File: src/rtl/circuit1_pkg.sv
// Shared types and default widths for the resource-shared circuit1 datapath.
package circuit1_pkg;

  localparam int DEF_IN_WIDTH  = 8;
  localparam int DEF_OUT_WIDTH = 16;

  typedef enum logic [2:0] {
    ST_WAIT  = 3'd0,
    ST_S1    = 3'd1,
    ST_S2    = 3'd2,
    ST_S3    = 3'd3,
    ST_S4    = 3'd4,
    ST_FINAL = 3'd5
  } state_e;

  typedef enum logic [1:0] {
    ALU_ADD = 2'd0,
    ALU_SUB = 2'd1,
    ALU_CMP = 2'd2
  } alu_op_e;

endpackage

File: src/rtl/circuit1_alu.sv
// Shared add/subtract/compare unit; the compare result is the borrow of a
// dedicated subtract path so that compare and subtract can share one cycle.
import circuit1_pkg::*;

module circuit1_alu #(
  parameter int OUT_WIDTH = DEF_OUT_WIDTH
) (
  input  alu_op_e                op,
  input  logic [OUT_WIDTH-1:0]   op_a,
  input  logic [OUT_WIDTH-1:0]   op_b,
  input  logic [OUT_WIDTH-1:0]   cmp_a,
  input  logic [OUT_WIDTH-1:0]   cmp_b,
  output logic [OUT_WIDTH-1:0]   result,
  output logic                   gt
);

  logic [OUT_WIDTH:0] cmp_diff;

  always_comb begin
    // cmp_b - cmp_a borrows exactly when cmp_a > cmp_b
    cmp_diff = {1'b0, cmp_b} - {1'b0, cmp_a};
    gt       = cmp_diff[OUT_WIDTH];
    result   = '0;
    case (op)
      ALU_ADD: result = op_a + op_b;
      ALU_SUB: result = op_a - op_b;
      ALU_CMP: result = {{(OUT_WIDTH-1){1'b0}}, gt};
      default: result = '0;
    endcase
  end

endmodule

File: src/rtl/circuit1_hlsm.sv
// Multi-cycle circuit1: z = max(a+b, a+c), x = a*c - (a+b), sequenced by an
// HLSM around one shared ALU and one multiplier with a Start/Done handshake.
import circuit1_pkg::*;

module circuit1_hlsm #(
  parameter int IN_WIDTH  = DEF_IN_WIDTH,
  parameter int OUT_WIDTH = DEF_OUT_WIDTH
) (
  input  logic                 Clk,
  input  logic                 Rst,
  input  logic                 Start,
  input  logic [IN_WIDTH-1:0]  a,
  input  logic [IN_WIDTH-1:0]  b,
  input  logic [IN_WIDTH-1:0]  c,
  output logic [IN_WIDTH-1:0]  z,
  output logic [OUT_WIDTH-1:0] x,
  output logic                 Done
);

  state_e                 state_q, state_d;
  logic [IN_WIDTH-1:0]    ra_q, ra_d, rb_q, rb_d, rc_q, rc_d;
  logic [IN_WIDTH-1:0]    d_q, d_d, e_q, e_d;
  logic [OUT_WIDTH-1:0]   f_q, f_d, xw_q, xw_d;
  logic                   g_q, g_d;
  logic [IN_WIDTH-1:0]    z_q, z_d;
  logic [OUT_WIDTH-1:0]   x_q, x_d;

  alu_op_e                alu_op;
  logic [OUT_WIDTH-1:0]   alu_a, alu_b, alu_result;
  logic                   alu_gt;
  logic [2*IN_WIDTH-1:0]  prod;

  assign prod = {{IN_WIDTH{1'b0}}, ra_q} * {{IN_WIDTH{1'b0}}, rc_q};

  circuit1_alu #(.OUT_WIDTH(OUT_WIDTH)) u_alu (
    .op     (alu_op),
    .op_a   (alu_a),
    .op_b   (alu_b),
    .cmp_a  (OUT_WIDTH'(d_q)),
    .cmp_b  (OUT_WIDTH'(e_q)),
    .result (alu_result),
    .gt     (alu_gt)
  );

  always_comb begin
    state_d = state_q;
    ra_d    = ra_q;
    rb_d    = rb_q;
    rc_d    = rc_q;
    d_d     = d_q;
    e_d     = e_q;
    f_d     = f_q;
    g_d     = g_q;
    xw_d    = xw_q;
    z_d     = z_q;
    x_d     = x_q;
    alu_op  = ALU_ADD;
    alu_a   = OUT_WIDTH'(ra_q);
    alu_b   = OUT_WIDTH'(rb_q);

    case (state_q)
      ST_WAIT: begin
        if (Start) begin
          ra_d    = a;
          rb_d    = b;
          rc_d    = c;
          state_d = ST_S1;
        end
      end
      ST_S1: begin
        d_d     = IN_WIDTH'(alu_result);
        state_d = ST_S2;
      end
      ST_S2: begin
        alu_b   = OUT_WIDTH'(rc_q);
        e_d     = IN_WIDTH'(alu_result);
        f_d     = OUT_WIDTH'(prod);
        state_d = ST_S3;
      end
      ST_S3: begin
        // subtract and compare share this cycle via the ALU's two diff paths
        alu_op  = ALU_SUB;
        alu_a   = f_q;
        alu_b   = OUT_WIDTH'(d_q);
        xw_d    = alu_result;
        g_d     = alu_gt;
        state_d = ST_S4;
      end
      ST_S4: begin
        z_d     = g_q ? d_q : e_q;
        x_d     = xw_q;
        state_d = ST_FINAL;
      end
      ST_FINAL: state_d = ST_WAIT;
      default:  state_d = ST_WAIT;
    endcase
  end

  always_ff @(posedge Clk) begin
    if (Rst) begin
      state_q <= ST_WAIT;
      ra_q    <= '0;
      rb_q    <= '0;
      rc_q    <= '0;
      d_q     <= '0;
      e_q     <= '0;
      f_q     <= '0;
      g_q     <= 1'b0;
      xw_q    <= '0;
      z_q     <= '0;
      x_q     <= '0;
    end else begin
      state_q <= state_d;
      ra_q    <= ra_d;
      rb_q    <= rb_d;
      rc_q    <= rc_d;
      d_q     <= d_d;
      e_q     <= e_d;
      f_q     <= f_d;
      g_q     <= g_d;
      xw_q    <= xw_d;
      z_q     <= z_d;
      x_q     <= x_d;
    end
  end

  assign z    = z_q;
  assign x    = x_q;
  assign Done = (state_q == ST_FINAL);

endmodule

File: config.mk
export PLATFORM = sky130hd
export DESIGN_NAME = circuit1_hlsm
export DESIGN_NICKNAME = d
export VERILOG_FILES = /design/src/rtl/circuit1_pkg.sv /design/src/rtl/circuit1_alu.sv /design/src/rtl/circuit1_hlsm.sv
export SDC_FILE = /design/constraint.sdc
export NUM_CORES = 1
export LEC_CHECK = 0
export ABC_CLOCK_PERIOD_IN_PS = 12800
export BUFFER_PORTS_ARGS = -buffer_cell sky130_fd_sc_hd__clkbuf_2
export CAP_MARGIN = 20
export CORE_MARGIN = 8
export CORE_UTILIZATION = 40
export DETAILED_ROUTE_END_ITERATION = 8
export PLACE_DENSITY = 0.58
export SLEW_MARGIN = 20
export SYNTH_ARGS = -nofsm -noshare
export SYNTH_HDL_FRONTEND = slang
export SYNTH_SLANG_ARGS = --single-unit
File: constraint.sdc
create_clock -name Clk -period 12.8 [get_ports Clk]
set_input_delay 2.56 -clock Clk [delete_from_list [all_inputs] [get_ports Clk]]
set_output_delay 2.56 -clock Clk [all_outputs]
set_load 0.02 [all_outputs]
# Word-level counts from Yosys, hierarchy flattened
# Cells that the tools add are included.
totals:
  register_bits: 100
  wordCells: 33
  inputBits: 27
classes:
  multipliers: 1
  reduce_logical: 3
  muxes: 7
  n_eq_ne: 8
  add_sub_neg: 3
ops:
  columns: ["op", "count"]
  rows:
  - ["16-bit one-hot mux with 3 select lines", 1]
  - ["16-bit by 8-bit adder with 16-bit output", 1]
  - ["8-bit by 8-bit multiplier with 16-bit output", 1]
  - ["16-bit two-way mux", 1]
  - ["8-bit one-hot mux with 2 select lines", 1]
  - ["16-bit by 8-bit subtractor with 16-bit output", 1]
  - ["3-bit one-hot mux with 5 select lines", 1]
  - ["8-bit by 8-bit subtractor with 9-bit output", 1]
  - ["8-bit two-way mux", 1]
  - ["3-bit by 2-bit == test with 1-bit output, second input constant", 2]
  - ["3-bit == test, second input constant", 2]
  - ["3-bit by 1-bit == test with 1-bit output, second input constant", 1]
  - ["3-bit logical NOT", 1]
  - ["3-bit two-way mux", 1]
  - ["1-bit by 2-bit == test with 1-bit output, second input constant", 1]
  - ["2-bit logical NOT", 1]
  - ["2-bit inequality test, second input constant", 1]
  - ["2-bit AND reduction", 1]
  - ["1-bit == test, second input constant", 1]
  - ["1-bit two-way mux", 1]

# Logic depth before layout (Yosys ltp)
# Gate-level depths: netlist of run 1.
logic_depth:
  ltp_word: 4
  depth_mapped: 17
  mapped_depth_nobuf: 16

# Cells and area by module
# From an unflattened synthesis of run 1, not the netlist that was laid out.
hier_totals:
  cells_unflattened: 961
  hier_area_um2: 7568.5
by_module_without_submodules:
  columns: ["mod", "area_each_um2", "seq_area_each_um2", "cells_each", "n_inst"]
  rows:
  - ["circuit1_hlsm", 6045.8, 2001.9, 742, 1]
  - ["circuit1_alu", 1522.7, 0.0, 219, 1]

# Worst setup path before layout of run 1
# Ideal clock, no wire load.
synth_timing:
  path_kind: "register -> register"
  from: "register rc_q[6]"
  to: "register f_q[15]"
  arrival_time_ns: 4.120
  setup_slack_ns: 8.594
  path_stages_with_launch: 16
  synth_period_minus_slack_ns: 4.206
  setup_time_ns: 0.086
  t_required_ns: 12.714
  path_cell_list: "dfxtp_1 -> clkbuf_1 -> nand2_1 -> fa_1 -> fa_1 -> inv_1 -> fa_1 -> inv_1 -> fa_1 -> inv_1 -> ha_1 -> or3_1 -> o2111ai_1 -> a31oi_1 -> xnor2_1 -> a211oi_1"
synth_via:
  elab_chain_cells: 1
synth_rtl:
  columns: ["item", "line", "source"]
  rows:
  - ["from (decl)", "circuit1_hlsm.sv:21", "logic [IN_WIDTH-1:0] ra_q, ra_d, rb_q, rb_d, rc_q, rc_d;"]
  - ["from (signal assigned)", "circuit1_hlsm.sv:116", "rc_q <= rc_d;"]
  - ["8-bit by 8-bit multiplier with 16-bit output", "circuit1_hlsm.sv:33", "assign prod = {{IN_WIDTH{1'b0}}, ra_q} * {{IN_WIDTH{1'b0}}, rc_q};"]
  - ["to (signal assigned)", "circuit1_hlsm.sv:107", "f_q <= '0;"]
  - ["to (signal assigned)", "circuit1_hlsm.sv:119", "f_q <= f_d;"]
  - ["to (decl)", "circuit1_hlsm.sv:23", "logic [OUT_WIDTH-1:0] f_q, f_d, xw_q, xw_d;"]
# Every way passes these cells.
# A chain may end at the register's enable or synchronous reset.

# Worst setup path after layout of run 1
# Ends and elaborated chain as after synthesis.

==> results of run 1 <==
## state kept, by name, summed over array words and instances (netlist names)
signal   flops
z            8
state_q      3
g_q          1
e_q          8
d_q          8
rc_q         8
ra_q         8
rb_q         8
x           16
f_q         16
xw_q        16
## critical path, delay by kind of cell (launching register included)
family                   cells  cell delay, ns
adder cells (fa/ha/maj)      5            2.43
AND/OR/NAND/NOR              1            0.13
XOR/XNOR                     1            0.10
AO/OA/AOI/OAI                5            1.00
buffers and inverters        3            0.15
flip-flops                   1            0.55
## cells in the mapped netlist (8+ instances only)
master and n:
xnor2_1 12, a21oi_1 78, ha_1 53, mux2i_1 13
nor2_1 50, inv_1 63, and2_1 46, dfxtp_1 100
xor2_1 11, fa_1 37, nand2_1 181, a211oi_1 26
a21o_1 8, o21ai_0 10, nand2b_1 8, nor3_1 14
clkbuf_1 47
## cell families after synthesis
kind of cell,count (synthesis),synth area share (%)
AOI/OAI and AO/OA,173,15.8
xor gates and xnor gates,23,2.87
adders and majority gates,90,20.0
buffers and inverters,119,6.80
DFF,100,28.6
muxes,21,3.79
and+or+nand+nor,336,22.1
## cell type report
type                    count  area [µm²]
multi-input cells         643        4530
clock buffers               9         225
well taps                 225         282
flip-flops and latches    100        2000
fillers                  1761        9590
repair buffers             57         303
clock inverters             6        60.1
inverters                  64         240
## per-layer routing
| metal | vias to the layer above | global-route usage, % | share of wire, % |
|---|---|---|---|
| met1 | 2567 | 21.2 | 50 |
| met3 | 18 | 3.13 | 4.7 |
| met5 | - | 0 | 0 |
| met4 | 0 | 3.88 | 1.2 |
| li1 | 2917 | - | - |
| met2 | 100 | 23.6 | 44 |
## power by group through the flow
| stage | sequential (mW) | clock (mW) | combinational, mW |
|---|---|---|---|
| finish | 0.364 | 0.267 | 0.292 |
| global route | 0.368 | 0.289 | 0.327 |
| CTS | 0.363 | 0.278 | 0.294 |
| detailed placement | 0.371 | 0 | 0.291 |
| global placement | 0.370 | 0 | 0.293 |
| floorplan | 0.352 | 0 | 0.235 |
## stage by stage
step / hold WS (ns) / worst slack (ns) / power, mW
after global placement: 0.438 / 8.45 / 0.663
after detailed placement: 0.444 / 8.33 / 0.662
after global routing: 0.475 / 8.02 / 0.984
after floorplan: 0.427 / 8.59 / 0.586
after CTS: 0.456 / 8.32 / 0.935
final: 0.452 / 8.35 / 0.923
## worst max-delay path by stage
stage / endpoint / slack (ns) / cells after the start
4_1_cts: f_q[15] / 8.32 / 15
5_1_grt: f_q[15] / 8.02 / 15
6_report: f_q[15] / 8.35 / 15
3_5_place_dp: f_q[15] / 8.33 / 15
2_1_floorplan: f_q[15] / 8.59 / 15
3_3_place_gp: f_q[15] / 8.45 / 15
==> impl_metrics.csv, run 1 <==
group,metric,value,unit
routing,vias,5602,
worst_setup_path,worst-endpoint-required,13.07,ns
timing,rsz0062_at_grt,"false",
worst_hold_path,hold_path_class,"flip-flop to flip-flop",
floorplan,die_width,148,µm
placed_design,gp_congestion,0.819,
grt,grt_pass1_vias,5472,
worst_setup_path,rrSetupSlack,8.35,ns
power_and_ir_drop,switchingPower,0.340,mW
worst_setup_path,cp_slowest_cell,"fa_1",
power_and_ir_drop,p_leak,3.31,nW
layout,final_common_cell,"nand2_1",
timing,slew_viol_final,0,
cts,cts-root-buf,"clkbuf_16",
cts,cts_post_setup_buffers_inserted,0,
floorplan,dieArea,0.0220,mm²
worst_setup_path,end_kind,"flip-flop",
worst_setup_path,arrival,4.72,ns
placed_design,hpwlAfterDp,12400,µm
yosys,yosysWarnings,0,
routing,final_antenna_net_count,0,
yosys,synth_top_area_cell,"dfxtp_1",
worst_hold_path,min_from,"xw_q[6]",
floorplan,io_pins,52,
cts,cts_max_path_buffers,2,
power_and_ir_drop,intPower,0.583,mW
layout,diodes,0,
worst_setup_path,crit_start,"rc_q[6]",
layout,final_area,0.00764,mm²
floorplan,initial_core_util,40.7,%
power_and_ir_drop,power.combinational.fraction,31.7,%
placed_design,place_area,0.00736,mm²
grt,grt_pass1_wl,27500,µm
cts,cts_tree,"yes",
worst_setup_path,crit_type,"flip-flop to flip-flop",
yosys,synth_top_area_share,28.6,%
timing,setup_tns,0,ns
yosys,syn_inst,862,
run,maxCapViolCount,0,
placed_design,io_buffers,51,
cts,cts_resized,0,
timing,max_slew_margin,42.4,%
cts,numCtsBuffers,9,
grt,antenna_found_initial,0,
worst_setup_path,crit_top_cell,"fa_1",
routing,drtPass1Iterations,4,
worst_setup_path,startpoint_type,"flip-flop",
floorplan,rows,48,
worst_hold_path,hold_depth,2,
worst_setup_path,max_stage_delay,0.57,ns
placed_design,dp.cells,1089,
routing,wl_per_cell,14.8,µm
routing,drt_wl_total,16300,µm
cts,htree_levels,3,
routing,post-route-drc-count,0,
power_and_ir_drop,clkPwrFrac,29.0,%
timing,finalSetupViolations,0,
grt,grtUsageTotal,15.3,%
yosys,synth_area,0.00701,mm²
layout,area_growth,9.09,%
yosys,synth.distinct_cells,56,
grt,grt.overflow.total,0,
power_and_ir_drop,switching_share,36.8,%
yosys,synth_nets,979,
yosys,yosys_most_used_dff,"dfxtp_1",
yosys,yosysSeqAreaShare,28.6,%
worst_setup_path,crit_chain,"nand2_1, fa_1, fa_1, inv_1, fa_1, inv_1, fa_1, inv_1, ha_1, o21ai_0, a21oi_1, o2111ai_1, a31oi_1, xnor2_1, a211oi_1",
timing,hold_viol,0,
timing,fmaxAchievable,0.225,GHz
cts,ctsHoldBuffers,0,
power_and_ir_drop,ir_drop,0.0754,mV
layout,final_cell_mix,"nand2_1 (181), dfxtp_1 (100), a21oi_1 (78)",
worst_hold_path,hold_end,"x[6]",
grt,grt_max_degree,77,
power_and_ir_drop,p_per_area,121,mW/mm²
worst_setup_path,r2r-start,"rc_q[6]",
timing,finalCritPeriodShare,34.7,%
yosys,async_reset_ff_share,0,%
worst_setup_path,r2r_cells,15,
cts,clkLatencyLatePin,0.36,ns
status,status,"finished clean",
yosys,synthTopCellsByArea,"dfxtp_1 (29%), fa_1 (11%), nand2_1 (9.7%), ha_1 (9.5%), a21oi_1 (5.6%)",
worst_setup_path,crit_fanout,11,
layout,drive_above_1_share,10.1,%
routing,via_per_inst,5.07,
worst_setup_path,r2r_end,"f_q[15]",
timing,finalCriticalPeriod,4.45,ns
power_and_ir_drop,power_frac_seq,39.4,%
cts,path_clk_slew,0.08,ns
floorplan,die_height,148,µm
layout,layout.nets,992,
cts,cts_sinks,100,
yosys,avgSynthCellArea,8.13,µm²
timing,skew,0.00908,ns
floorplan,core,0.0172,mm²
layout,final_cells,1104,
yosys,synth-edff-count,0,
timing,tightest_slew,0.861,ns
layout,final_util,44.3,%
routing,drtIter0Drc,339,
yosys,ys_ff_latch,100,
Note: power is estimated with default switching activity, not from simulation.
==> run 2: changes to the inputs <==
--- a/config.mk
+++ b/config.mk
@@ -5,7 +5,8 @@
 export SDC_FILE = /design/constraint.sdc
 export NUM_CORES = 1
 export LEC_CHECK = 0
-export ABC_CLOCK_PERIOD_IN_PS = 12800
+export ABC_AREA = 1
+export ABC_CLOCK_PERIOD_IN_PS = 4200
 export BUFFER_PORTS_ARGS = -buffer_cell sky130_fd_sc_hd__clkbuf_2
 export CAP_MARGIN = 20
 export CORE_MARGIN = 8
==> constraint.sdc (replaced) <==
create_clock -name Clk -period 4.2 [get_ports Clk]
set_input_delay 0.84 -clock Clk [delete_from_list [all_inputs] [get_ports Clk]]
set_output_delay 0.84 -clock Clk [all_outputs]
set_load 0.02 [all_outputs]
==> impl_metrics.csv, run 2 <==
group,metric,value,unit
status,status,"finished clean",
timing,worst_slack,0.210,ns
worst_hold_path,hold_depth,2,
worst_setup_path,crit_chain,"buf_12, nand2_1, inv_1, fa_1, fa_1, fa_1, inv_1, fa_1, inv_1, ha_4, a21oi_2, o21ai_2, a21oi_2, o21ai_2, nand2_1, inv_1, o21ai_2, nand2_1, nand2_1, nand3_1, o211ai_1, inv_1",
worst_setup_path,timing.critical_path.buf_inv,6,
placed_design,dp_slack,-0.0651,ns
power_and_ir_drop,clkPwrFrac,26.9,%
yosys,syn_inst,997,
routing,drtIter0Drc,361,
timing,finalCritPeriodShare,95.0,%
yosys,yosys_most_used_dff,"dfxtp_1",
timing,finalCriticalPeriod,3.99,ns
yosys,synthTopCellsByArea,"dfxtp_1 (28%), inv_1 (11%), fa_1 (10%), ha_1 (9.3%), a21oi_1 (7.7%)",
run,maxCapViolCount,0,
grt,antenna_found_initial,0,
cts,cts_max_path_buffers,2,
power_and_ir_drop,switchingPower,1.20,mW
timing,setup_tns,0,ns
floorplan,initial_core_util,41.0,%
grt,grt_max_degree,50,
timing,hold_viol,0,
layout,seq_area,0.00203,mm²
power_and_ir_drop,p_leak,4.35,nW
routing,post-route-drc-count,0,
power_and_ir_drop,ir_drop,0.174,mV
worst_hold_path,hold_path_class,"flip-flop to flip-flop",
worst_setup_path,crit_top_cell,"inv_1",
timing,tightest_slew,0.917,ns
cts,htree_levels,3,
worst_setup_path,crit_fanout,3,
cts,clkLatencyLatePin,0.36,ns
routing,drt_wl_total,17200,µm
layout,final_common_cell,"inv_1",
power_and_ir_drop,switching_share,38.6,%
worst_setup_path,r2r_cells,22,
timing,slew_viol_final,0,
floorplan,core,0.0174,mm²
grt,grt_pass1_vias,5954,
yosys,ys_ff_latch,100,
routing,via_per_inst,4.76,
floorplan,die_height,149,µm
cts,cts_sinks,100,
yosys,yosysWarnings,0,
placed_design,gp_congestion,0.834,
timing,whs,0.447,ns
power_and_ir_drop,p_per_area,374,mW/mm²
yosys,synth_nets,1114,
worst_setup_path,startpoint_type,"flip-flop",
yosys,synth_top_area_share,28.1,%
grt,grtUsageTotal,16.2,%
placed_design,place_area,0.00780,mm²
yosys,async_reset_ff_share,0,%
timing,skew,0.00930,ns
floorplan,dieArea,0.0223,mm²
floorplan,die_width,149,µm
timing,fmaxAchievable,0.251,GHz
cts,numCtsBuffers,9,
power_and_ir_drop,intPower,1.90,mW
layout,diodes,0,
routing,final_antenna_net_count,0,
placed_design,hpwlAfterDp,13200,µm
timing,finalSetupViolations,0,
grt,grt.overflow.total,0,
layout,nFillCells,1776,
layout,drive_above_1_share,18.1,%
routing,vias,6110,
worst_setup_path,arrival,4.24,ns
worst_setup_path,max_stage_delay,0.54,ns
yosys,synth_top_area_cell,"dfxtp_1",
worst_setup_path,end_kind,"flip-flop",
cts,path_clk_slew,0.07,ns
worst_setup_path,worst-endpoint-required,4.45,ns
routing,wl_per_cell,13.4,µm
worst_setup_path,worst-path-stages,22,
yosys,synth.distinct_cells,38,
yosys,yosys-top-cells-count,"inv_1 (211), nand2_1 (134), a21oi_1 (109)",
worst_setup_path,crit_type,"flip-flop to flip-flop",
layout,final_cell_mix,"inv_1 (206), nand2_1 (130), o21ai_0 (103), a21oi_1 (103), dfxtp_1 (89)",
yosys,yosysSeqAreaShare,28.1,%
layout,area_growth,16.4,%
layout,final_area,0.00829,mm²
worst_setup_path,crit_family,"adder cells",
yosys,synth_area,0.00712,mm²
power_and_ir_drop,power_frac_seq,35.9,%
timing,max_slew_margin,38.7,%
placed_design,io_buffers,51,
floorplan,rows,48,
yosys,post-synth-top-count-cell,"inv_1",
yosys,synth-edff-count,0,
worst_setup_path,cp_slowest_cell,"fa_1",
grt,grt_pass1_wl,29400,µm
power_and_ir_drop,power,3.10,mW
floorplan,io_pins,52,
layout,layout.nets,1170,
cts,cts-root-buf,"clkbuf_16",
yosys,avgSynthCellArea,7.14,µm²
power_and_ir_drop,power.combinational.fraction,37.2,%
layout,multi_input_area,0.00422,mm²
cts,cts_tree,"yes",
routing,drtPass1Iterations,5,
## run 2: timing repair
action                                 in CTS  in global routing
gates resized for setup                     7                 47
hold buffers                                0                  0
setup buffers                               0                  3
pin swaps                                   1                 21
endpoints found under the hold margin       0                  0
setup endpoints to repair                   2                  9
## run 2: area by class of cell
type | count | share of cell area, %
Sequential cell | 100 | 24.5
Multi-Input combinational cell | 626 | 50.9
Timing Repair Buffer | 99 | 7.78
Tap cell | 225 | 3.40
Clock buffer | 9 | 2.72
Clock inverter | 7 | 0.800
Inverter | 217 | 9.83
## run 2: metal layers
layer | wire length [µm] | global-route usage [%] | vias to the layer above | part of all wire (%)
met4 | 314 | 5.45 | 0 | 1.8
met2 | 8180 | 27.3 | 63 | 48
met3 | 496 | 2.87 | 19 | 2.9
met5 | 0 | 0 | - | 0
li1 | - | - | 3211 | -
met1 | 8170 | 20.5 | 2817 | 48
## run 2: power by group through the flow
stage                     Clock (mW)  Sequential, mW  Combinational [mW]
after floorplan                    0            1.09               0.825
after global placement             0            1.13                1.10
after detailed placement           0            1.13                1.11
after CTS                      0.860            1.11                1.12
after global routing           0.891            1.12                1.31
final                          0.833            1.11                1.15
## run 2: worst min-delay path: cells and delay by family (launching register included)
kind / cells / cell delay (ns)
AO/OA/AOI/OAI: 1 / 0.05
buffers and inverters: 1 / 0.05
flip-flops: 1 / 0.31
## run 2: through the flow
stage,utilization (%),instances
floorplan,-,997
detailed placement,44.9,1264
finish,47.7,1283
global placement,44.9,1264
CTS,46.7,1280
global route,47.7,1283
## run 2: cells by family after synthesis
family / Yosys count / synth area share [%]
AO/OA/AOI/OAI: 235 / 17.1
XOR/XNOR: 22 / 2.71
adder cells (fa/ha/maj): 90 / 19.7
buffers and inverters: 271 / 14.6
flip-flops: 100 / 28.1
AND/OR/NAND/NOR: 279 / 17.8
## run 2: worst paths after layout
check	endpoint	slack, ns	from
worst max-delay path	f_q[14]	0.21	rc_q[2]
worst min-delay path	rb_q[3]	0.45	rb_q[3]
worst max register to register	f_q[14]	0.21	rc_q[2]
worst min register to register	rb_q[3]	0.45	rb_q[3]
==> run 3: changes to the inputs <==
--- a/config.mk
+++ b/config.mk
@@ -5,14 +5,13 @@
 export SDC_FILE = /design/constraint.sdc
 export NUM_CORES = 1
 export LEC_CHECK = 0
-export ABC_AREA = 1
 export ABC_CLOCK_PERIOD_IN_PS = 4200
 export BUFFER_PORTS_ARGS = -buffer_cell sky130_fd_sc_hd__clkbuf_2
 export CAP_MARGIN = 20
 export CORE_MARGIN = 8
-export CORE_UTILIZATION = 40
+export CORE_UTILIZATION = 45
 export DETAILED_ROUTE_END_ITERATION = 8
-export PLACE_DENSITY = 0.58
+export PLACE_DENSITY = 0.64
 export SLEW_MARGIN = 20
 export SYNTH_ARGS = -nofsm -noshare
 export SYNTH_HDL_FRONTEND = slang
==> impl_metrics.csv, run 3 (synthesis results as in run 1) <==
group,metric,value,unit
status,status,"finished clean",
timing,fmaxAchievable,0.248,GHz
run,maxCapViolCount,0,
worst_setup_path,worst-endpoint-required,4.41,ns
routing,final_antenna_net_count,0,
floorplan,dieArea,0.0198,mm²
grt,grt_util_met2,24.9,%
layout,multi_input_area,0.00464,mm²
timing,rsz0062_at_grt,"false",
placed_design,hpwlAfterDp,12200,µm
layout,final_util,52.4,%
cts,cts_tree,"yes",
worst_hold_path,hold_path_class,"flip-flop to flip-flop",
cts,cts-root-buf,"clkbuf_16",
grt,antenna_found_initial,0,
floorplan,rows,45,
layout,seq_area,0.00203,mm²
placed_design,io_buffers,51,
routing,drt_wl_total,16100,µm
worst_setup_path,arrival,4.24,ns
routing,vias,5760,
worst_setup_path,crit_fanout,5,
floorplan,initial_core_util,46.1,%
floorplan,core,0.0152,mm²
cts,htree_levels,3,
grt,grt_pass1_vias,5460,
worst_setup_path,crit_type,"flip-flop to flip-flop",
timing,finalCriticalPeriod,4.03,ns
timing,finalCritPeriodShare,95.9,%
placed_design,dp_slack,0.0116,ns
layout,diodes,0,
timing,max_slew_margin,42.5,%
layout,nFillCells,1481,
layout,area_growth,13.7,%
floorplan,io_pins,52,
routing,via_per_inst,5.24,
timing,setup_tns,0,ns
cts,cts_sinks,100,
floorplan,die_height,141,µm
power_and_ir_drop,p_per_area,359,mW/mm²
grt,gr-usage-met3,3.61,%
layout,drive_above_1_share,16.0,%
timing,finalSetupViolations,0,
grt,use_met1,23.2,%
grt,grt.overflow.total,0,
worst_setup_path,startpoint_type,"flip-flop",
grt,grt_max_degree,80,
grt,grtUsageTotal,16.4,%
worst_setup_path,end_kind,"flip-flop",
placed_design,gp_congestion,0.822,
grt,top_usage_layer,"met2",
power_and_ir_drop,ir_drop,0.261,mV
layout,final_cell_mix,"nand2_1 (181), dfxtp_1 (90), a21oi_1 (77)",
floorplan,die_width,141,µm
timing,skew,0.0103,ns
timing,slew_viol_final,0,
routing,wl_per_cell,14.6,µm
timing,tightest_slew,0.860,ns
routing,drtIter0Drc,289,
routing,drtPass1Iterations,4,
timing,hold_viol,0,
power_and_ir_drop,p_leak,3.46,nW
cts,path_clk_slew,0.08,ns
cts,numCtsBuffers,9,
routing,post-route-drc-count,0,
cts,clkLatencyLatePin,0.36,ns
grt,grt_pass1_wl,27000,µm
layout,layout.nets,1023,
layout,final_common_cell,"nand2_1",
cts,cts_max_path_buffers,2,
timing,worst_slack,0.171,ns
-- run 3: report_power, final --
part	switching (mW)	internal [mW]	leakage [nW]
clock	0.393	0.411	0.140
combinational	0.578	0.392	2.50
sequential	0.0700	1.01	0.817
total	1.04	1.82	3.46
-- run 3: cell type report --
type / count / share of cell area, %
clock buffers: 9 / 2.83
clock inverters: 7 / 0.723
inverters: 64 / 3.02
multi-input cells: 643 / 58.3
flip-flops and latches: 100 / 25.4
well taps: 188 / 2.95
repair buffers: 88 / 6.72
-- run 3: through the flow --
stage	hold WS [ns]	area, µm²	std cells	power [mW]
after floorplan	0.427	7010	862	1.79
after global placement	0.440	7530	1081	2.05
after detailed placement	0.443	7530	1081	2.05
after CTS	0.450	7820	1097	2.86
after global routing	0.464	7970	1099	3.04
final	0.446	7970	1099	2.86
-- run 3: worst paths after layout --
path / end / from / slack (ns) / depth (start not counted)
setup / recovery: f_q[15] / ra_q[2] / 0.17 / 14
hold / removal: x[11] / xw_q[11] / 0.45 / 2
setup reg to reg: f_q[15] / ra_q[2] / 0.17 / 14
hold reg to reg: x[11] / xw_q[11] / 0.45 / 2
-- run 3: layer usage --
metal | up-vias | wire length (µm) | share of wire [%]
met1 | 2676 | 8120 | 51
met3 | 8 | 767 | 4.8
met4 | 0 | 113 | 0.70
li1 | 2969 | - | -
met2 | 107 | 7070 | 44
met5 | - | 0 | 0
-- run 3: worst max-delay path, cell delays in order (launching register included) --
cell	delay [ns]
dfxtp_2	0.34
buf_4	0.14
and2_1	0.17
fa_1	0.45
fa_1	0.50
fa_1	0.49
inv_1	0.05
fa_1	0.52
inv_1	0.06
ha_4	0.17
or3_4	0.37
o2111ai_2	0.21
a31oi_2	0.12
xnor2_1	0.18
a211oi_1	0.08
-- run 3: repair_timing --
action / in CTS / in global routing
hold buffers: 0 / 0
setup buffers: 0 / 2
endpoints found under the hold margin: 0 / 0
gates resized for setup: 1 / 31
pin swaps: 0 / 21
endpoints found under the setup margin: 1 / 8
